`src/rtl/alu_pkg.sv`:
```
// Shared encodings for the slice-serial 74181-style ALU: function selects,
// mode values and controller state encoding.
package alu_pkg;

    // Arithmetic selects (m = MODE_ARITH)
    localparam logic [3:0] S_PASS_A = 4'b0000;
    localparam logic [3:0] S_SUB    = 4'b0110;
    localparam logic [3:0] S_ADD    = 4'b1001;
    localparam logic [3:0] S_DBL    = 4'b1100;
    localparam logic [3:0] S_DEC    = 4'b1111;

    // Logic selects (m = MODE_LOGIC)
    localparam logic [3:0] S_NOT_A  = 4'b0000;
    localparam logic [3:0] S_XOR    = 4'b0110;
    localparam logic [3:0] S_AND    = 4'b1011;
    localparam logic [3:0] S_OR     = 4'b1110;

    localparam logic MODE_ARITH = 1'b0;
    localparam logic MODE_LOGIC = 1'b1;

    typedef enum logic [1:0] {
        ST_IDLE = 2'd0,
        ST_BUSY = 2'd1,
        ST_DONE = 2'd2
    } alu_state_e;

endpackage

```
`src/rtl/alu_slice_4.sv`:
```
// Combinational 4-bit 74181 equivalent (active-high data, true carry).
// The function is formed as X + Y + cin, where X depends on s[1:0] and
// Y on s[3:2]; logic mode returns the carry-free half-sum ~(X ^ Y).
module alu_slice_4
    import alu_pkg::*;
(
    input  logic [3:0] a,
    input  logic [3:0] b,
    input  logic [3:0] s,
    input  logic       m,
    input  logic       cin,
    output logic [3:0] f,
    output logic       cout
);

    logic [3:0] x_term;
    logic [3:0] y_term;
    logic [4:0] sum;

    // Build the two addend terms and the selected result
    always_comb begin
        case (s[1:0])
            2'b00:   x_term = a;
            2'b01:   x_term = a | b;
            2'b10:   x_term = a | ~b;
            default: x_term = 4'hF;
        endcase
        case (s[3:2])
            2'b00:   y_term = 4'h0;
            2'b01:   y_term = a & ~b;
            2'b10:   y_term = a & b;
            default: y_term = a;
        endcase
        sum = {1'b0, x_term} + {1'b0, y_term} + {4'b0000, cin};
        if (m == MODE_LOGIC) begin
            f    = ~(x_term ^ y_term);
            cout = 1'b0;
        end else begin
            f    = sum[3:0];
            cout = sum[4];
        end
    end

endmodule

```
`src/rtl/slice_serial_alu.sv`:
```
// Multi-cycle 74181-style ALU. Operands are evaluated 4*LANES bits per clock,
// least significant group first, with the inter-group carry held in carry_q.
// Valid/ready handshake on both sides; the result is held until consumed.
module slice_serial_alu
    import alu_pkg::*;
#(
    parameter int WIDTH = 16,
    parameter int LANES = 1
) (
    input  logic             clk,
    input  logic             rst,
    input  logic             in_valid,
    output logic             in_ready,
    input  logic [WIDTH-1:0] a,
    input  logic [WIDTH-1:0] b,
    input  logic [3:0]       s,
    input  logic             m,
    input  logic             cin,
    output logic             out_valid,
    input  logic             out_ready,
    output logic [WIDTH-1:0] f,
    output logic             cout,
    output logic             aeqb
);

    localparam int unsigned GW    = 4 * LANES;
    localparam int unsigned NG    = WIDTH / GW;
    localparam int unsigned IDX_W = (NG > 1) ? $clog2(NG) : 1;
    localparam logic [IDX_W-1:0] LAST_IDX = IDX_W'(NG - 1);
    localparam logic [WIDTH-1:0] GRP_MASK = WIDTH'({GW{1'b1}});

    alu_state_e state_q, state_d;

    logic [WIDTH-1:0] a_q, a_d;
    logic [WIDTH-1:0] b_q, b_d;
    logic [3:0]       s_q, s_d;
    logic             m_q, m_d;
    logic             carry_q, carry_d;
    logic [IDX_W-1:0] idx_q, idx_d;
    logic [WIDTH-1:0] f_q, f_d;
    logic             cout_q, cout_d;
    logic             aeqb_q, aeqb_d;

    logic             accept;
    logic             last_grp;
    logic [31:0]      base;
    logic [WIDTH-1:0] a_sh;
    logic [WIDTH-1:0] b_sh;
    logic [GW-1:0]    grp_a;
    logic [GW-1:0]    grp_b;
    logic [GW-1:0]    grp_f;
    logic [WIDTH-1:0] grp_f_ext;
    logic [LANES:0]   lane_c;

    assign accept   = in_valid & in_ready;
    assign last_grp = (idx_q == LAST_IDX);

    // Select the operand group addressed by idx_q
    always_comb begin
        base      = 32'(idx_q) * GW;
        a_sh      = a_q >> base;
        b_sh      = b_q >> base;
        grp_a     = a_sh[GW-1:0];
        grp_b     = b_sh[GW-1:0];
        grp_f_ext = WIDTH'(grp_f);
    end

    assign lane_c[0] = carry_q;

    for (genvar l = 0; l < LANES; l++) begin : g_lane
        alu_slice_4 u_slice (
            .a    (grp_a[4*l +: 4]),
            .b    (grp_b[4*l +: 4]),
            .s    (s_q),
            .m    (m_q),
            .cin  (lane_c[l]),
            .f    (grp_f[4*l +: 4]),
            .cout (lane_c[l+1])
        );
    end

    // State register
    always_ff @(posedge clk or posedge rst) begin
        if (rst) state_q <= ST_IDLE;
        else     state_q <= state_d;
    end

    // Next-state logic
    always_comb begin
        state_d = state_q;
        case (state_q)
            ST_IDLE: if (accept) state_d = ST_BUSY;
            ST_BUSY: if (last_grp) state_d = ST_DONE;
            ST_DONE: if (out_ready) state_d = accept ? ST_BUSY : ST_IDLE;
            default: state_d = ST_IDLE;
        endcase
    end

    // Handshake outputs; in_ready depends on state and out_ready only
    always_comb begin
        in_ready  = (state_q == ST_IDLE) || ((state_q == ST_DONE) && out_ready);
        out_valid = (state_q == ST_DONE);
    end

    // Datapath next values: latch on accept, one group per BUSY cycle
    always_comb begin
        a_d     = a_q;
        b_d     = b_q;
        s_d     = s_q;
        m_d     = m_q;
        carry_d = carry_q;
        idx_d   = idx_q;
        f_d     = f_q;
        cout_d  = cout_q;
        aeqb_d  = aeqb_q;
        if (state_q == ST_BUSY) begin
            f_d     = (f_q & ~(GRP_MASK << base)) | (grp_f_ext << base);
            carry_d = lane_c[LANES];
            if (last_grp) begin
                idx_d  = '0;
                cout_d = lane_c[LANES] & ~m_q;
                aeqb_d = &f_d;
            end else begin
                idx_d  = idx_q + IDX_W'(1);
            end
        end else if (accept) begin
            a_d     = a;
            b_d     = b;
            s_d     = s;
            m_d     = m;
            carry_d = cin & ~m;
            idx_d   = '0;
        end
    end

    // Datapath registers; reset discards any in-flight operation
    always_ff @(posedge clk or posedge rst) begin
        if (rst) begin
            a_q     <= '0;
            b_q     <= '0;
            s_q     <= '0;
            m_q     <= 1'b0;
            carry_q <= 1'b0;
            idx_q   <= '0;
            f_q     <= '0;
            cout_q  <= 1'b0;
            aeqb_q  <= 1'b0;
        end else begin
            a_q     <= a_d;
            b_q     <= b_d;
            s_q     <= s_d;
            m_q     <= m_d;
            carry_q <= carry_d;
            idx_q   <= idx_d;
            f_q     <= f_d;
            cout_q  <= cout_d;
            aeqb_q  <= aeqb_d;
        end
    end

    assign f    = f_q;
    assign cout = cout_q;
    assign aeqb = aeqb_q;

endmodule

```
`config.mk`:
```
export PLATFORM = sky130hd
export DESIGN_NAME = slice_serial_alu
export DESIGN_NICKNAME = d
export VERILOG_FILES = /design/src/rtl/alu_pkg.sv /design/src/rtl/alu_slice_4.sv /design/src/rtl/slice_serial_alu.sv
export SDC_FILE = /design/constraint.sdc
export NUM_CORES = 1
export LEC_CHECK = 0
export CORE_MARGIN = 2
export CORE_UTILIZATION = 35
export DETAILED_ROUTE_END_ITERATION = 8
export SLEW_MARGIN = 5
export SYNTH_ARGS = -nofsm -noshare
export SYNTH_HDL_FRONTEND = slang
export SYNTH_HIERARCHICAL = 1
export SYNTH_SLANG_ARGS = --single-unit
```
`constraint.sdc`:
```
create_clock -name clk -period 4.7 [get_ports clk]
set_clock_uncertainty 0.1 [all_clocks]
set_input_delay 0.705 -clock clk [delete_from_list [all_inputs] [get_ports clk]]
set_output_delay 0.705 -clock clk [all_outputs]
set_load 0.01 [all_outputs]
```
==> impl_summary.md <==
Setup path
Along the worst path, the maximum fanout reaches 9. The register-to-register path setup slack is 0.66 ns. In this run the worst setup path terminates at aeqb$_DFFE_PP0P_.

The worst reg2reg path depth is 13. The type of element capturing the critical path is a register. In this run the critical register-to-register path is launched from idx_q[0]$_DFFE_PP0P_. The worst setup path is launched from a register.

The data arrival time of the critical path is 4.23 ns. The worst flop-to-flop path endpoint is aeqb$_DFFE_PP0P_. STA puts the critical path data required time at between 4 and 5 ns.

By startpoint and endpoint, the worst setup path is classified as register to register. Tracing the worst setup path back leads to its startpoint at idx_q[0]$_DFFE_PP0P_.

Timing
The normalized max-slew margin is 0.495. After layout, the worst setup slack is 0.659 ns. The maximum clock rate is 247 MHz.

At the pin with the least slew margin, the transition time is roughly 0.76 ns. In the finished design, the share of the clock period the worst path needs comes to 0.860. The worst path needs 4.04 ns of the cycle, external delays included. The final hold slack is ~0.39 ns.

Setup repair after global routing left no endpoint under its margin. Setup violations remaining at the end of the flow were counted as 0. The final max-slew violation count is 0. The sum of negative setup slack is 0 ns.

The number of endpoints with negative hold slack in the final report is 0.

Flow run
The reported max-cap violation count is 0.

Global routing
The via count of the first global-routing pass was about 2400. The largest net degree at the start of global routing is 40. The wire length of the first global-routing pass is between 10 and 15 mm. The total routing usage reported by global routing is 0.153.

Summed over all layers, the global routing overflow is 0. The number of antenna violations at the first check in global routing was 0.

Drt
The number of nets with antenna violations after detailed routing is 0. The number of DRC violations after detailed routing is 0. The iteration count of the initial detailed-routing pass is 4. The detailed router finished its first iteration with 118 violations.

Summed over all layers, the routed wires come to 6.89 mm. Using the TritonRoute via totals, the vias-per-cell ratio works out to 5.14. In the final routed layout, each cell accounts on average for 15.6 um. Detailed routing inserted a total of 2271 vias.

Place
The HPWL after detailed placement is 5.08 mm. The count of buffers added on input and output ports is 61. The congestion estimate from routability-driven global placement came to 0.814. The number of placed instances, taps included is 426.

Once placement finished, the instance area stood at 3900 sq um. OpenSTA, run right after detailed placement, puts the worst setup slack at 0.678 ns.

Finish
The fraction of final layout cells with drive strength greater than 1 is 0.144. Relative to the synthesized area, the layout overhead comes to 28.1%. The repair_antennas step left the layout with diodes totalling 0. The cell area after layout is 4120 sq um.

Once layout is complete, the cells apart from fillers number roughly 440. In the final design database the tool counted approximately 390 nets. The fill cell instance count of the final layout is 833. Measured on the finished design, the core utilization comes to 0.468.

Clock tree
In this run, post-CTS hold repair placed 0 buffers. Counting every sink on the clock net gives 60. TritonCTS built the clock tree. The level count of the clock H-tree is 3. The clock insertion delay at the later pin of the skew report is 0.35 ns.

CTS placed an instance of sky130_fd_sc_hd__clkbuf_8 at the clock tree root. Post-CTS repair changed the size of 0 cells. The clock transition time at the flip-flop clock pins of the worst setup and hold paths is 0.07 ns. The number of buffers inserted during clock tree synthesis is 9. The maximum count of clock buffers along a single path is 2. After clock tree synthesis, the setup repair step added 0 buffers.

Synthesis
The top flip-flop cell by instance count after synthesis is sky130_fd_sc_hd__dfrtp_1. The number of different library cells used by synthesis comes to 40. The async set or reset register ratio after synthesis is 1.00. For this run, the number of Yosys warnings is 6. Dividing the synthesized area by the synthesized cell count gives 12.1 sq um. The share of the Yosys chip area taken by registers is 0.466. The summed instance area of the synthesized netlist is 3220 sq um. Synthesis produced a netlist with a net count of 323. Counting flops with a built-in enable in the synthesized netlist gives 0.

Synthesis inferred 60 register bits. The post-synthesis instance total is 266.

Hold path
The min-delay analysis places its worst path in the category register to register.

Power
VDD sags by at most between 0.0003 and 0.0004 V. The total power after layout is 3.50 mW. The static leakage is 1.75 nW.

Dividing total power by cell area gives a power density of 849 nW/um^2.

Floorplan
The core region is between 8000 and 9000 sq um. Measured along the x axis, the die boundary spans 99.9 um. For this configuration, the core starts out at a cell density of 0.366. The floorplan die area is 9980 sq um.

The count of pins on the block boundary is 62. The number of placement rows is 34. Measured along the y axis, the die boundary spans 99.9 um.

Outcome
The run finished with clean final reports.
==> how the worst min path moves through the flow <==
| stage | slack [ns] | from | cells past startpoint | endpoint |
|---|---|---|---|---|
| floorplan | 0.35 | a_q[8]$_DFFE_PP0P_ | 1 | a_q[8]$_DFFE_PP0P_ |
| global placement | 0.36 | a_q[1]$_DFFE_PP0P_ | 1 | a_q[1]$_DFFE_PP0P_ |
| detailed placement | 0.37 | a_q[2]$_DFFE_PP0P_ | 1 | a_q[2]$_DFFE_PP0P_ |
| CTS | 0.39 | a_q[2]$_DFFE_PP0P_ | 1 | a_q[2]$_DFFE_PP0P_ |
| global route | 0.41 | b_q[8]$_DFFE_PP0P_ | 1 | b_q[8]$_DFFE_PP0P_ |
| finish | 0.39 | a_q[3]$_DFFE_PP0P_ | 1 | a_q[3]$_DFFE_PP0P_ |
==> registers in the layout, indices dropped and copies added (netlist names) <==
signal,count
a_q,16
aeqb,1
b_q,16
carry_q,1
cout,1
f,16
idx_q,2
m_q,1
s_q,4
state_q,2
==> layout make-up <==
type                            count  area (sq um)  share of cell area
Clock buffer                       10           138              0.0334
Clock inverter                      6          87.6              0.0212
Inverter                           11          41.3              0.0100
Multi-Input combinational cell    183          1590               0.385
Sequential cell                    60          1500               0.364
Tap cell                          108           135              0.0328
Timing Repair Buffer               64           633               0.154
==> placed cells by master (no fill, tap or decap), drive strengths merged, types with 4 or more instances in the layout <==
cell           instances
a21o                   4
a21oi                 14
a22o                   6
a32o                   5
a32oi                  4
clkbuf                10
clkdlybuf4s50         61
dfrtp                 60
ha                    13
inv                   11
mux2                  37
mux4                   8
nand2                 16
nor2                  11
nor2b                 12
o21a                   4
o21ai                 14
o21bai                 4
xor2                   8
==> worst max-delay path, cell delays in order (launching register included) <==
cell and delay [ns]:
sky130_fd_sc_hd__dfrtp_1 0.69, sky130_fd_sc_hd__mux4_2 0.61, sky130_fd_sc_hd__xor2_1 0.16, sky130_fd_sc_hd__nor2_1 0.07
sky130_fd_sc_hd__o21ba_2 0.22, sky130_fd_sc_hd__fa_1 0.37, sky130_fd_sc_hd__inv_1 0.10, sky130_fd_sc_hd__fa_1 0.19
sky130_fd_sc_hd__nor2_1 0.06, sky130_fd_sc_hd__xnor2_1 0.54, sky130_fd_sc_hd__a21oi_1 0.18, sky130_fd_sc_hd__nor4_1 0.32
sky130_fd_sc_hd__and3_1 0.22, sky130_fd_sc_hd__a32o_1 0.16
==> synthesized netlist by cell type (6+ instances only) <==
library cell	n	area (sq um)
sky130_fd_sc_hd__inv_1	10	37.5
sky130_fd_sc_hd__a22o_1	6	52.6
sky130_fd_sc_hd__mux2_2	14	158
sky130_fd_sc_hd__nor2b_1	10	62.6
sky130_fd_sc_hd__nor2_1	10	37.5
sky130_fd_sc_hd__mux2_1	23	259
sky130_fd_sc_hd__nand2_1	16	60.1
sky130_fd_sc_hd__a21oi_1	14	70.1
sky130_fd_sc_hd__xor2_1	8	70.1
sky130_fd_sc_hd__mux4_2	8	180
sky130_fd_sc_hd__o21ai_0	13	65.1
sky130_fd_sc_hd__dfrtp_1	60	1500
sky130_fd_sc_hd__ha_1	13	163
==> metal layers <==
layer | share of wire | GRT usage | vias to the layer above
met5 | 0 | 0 | -
met4 | 0.019 | 0.0717 | 0
met3 | 0.056 | 0.0376 | 11
met2 | 0.47 | 0.239 | 66
met1 | 0.45 | 0.201 | 1114
li1 | - | - | 1080
==> cell families (layout without fill, tap and decap cells) <==
family	Yosys count	after routing	synth area share
XOR/XNOR	10	10	0.0272
AND/OR/NAND/NOR	51	51	0.0847
multiplexers	47	47	0.192
AO/OA/AOI/OAI	60	60	0.127
flip-flops	60	60	0.466
adder cells (fa/ha/maj)	15	15	0.0630
buffers and inverters	23	91	0.0404
==> report_power, final <==
group	leakage (nW)	total [mW]	switching (mW)	internal [mW]
Sequential	0.729	0.950	0.183	0.768
Combinational	0.918	2.02	1.11	0.915
Clock	0.105	0.531	0.219	0.312
(Power assumes the default switching activity.)
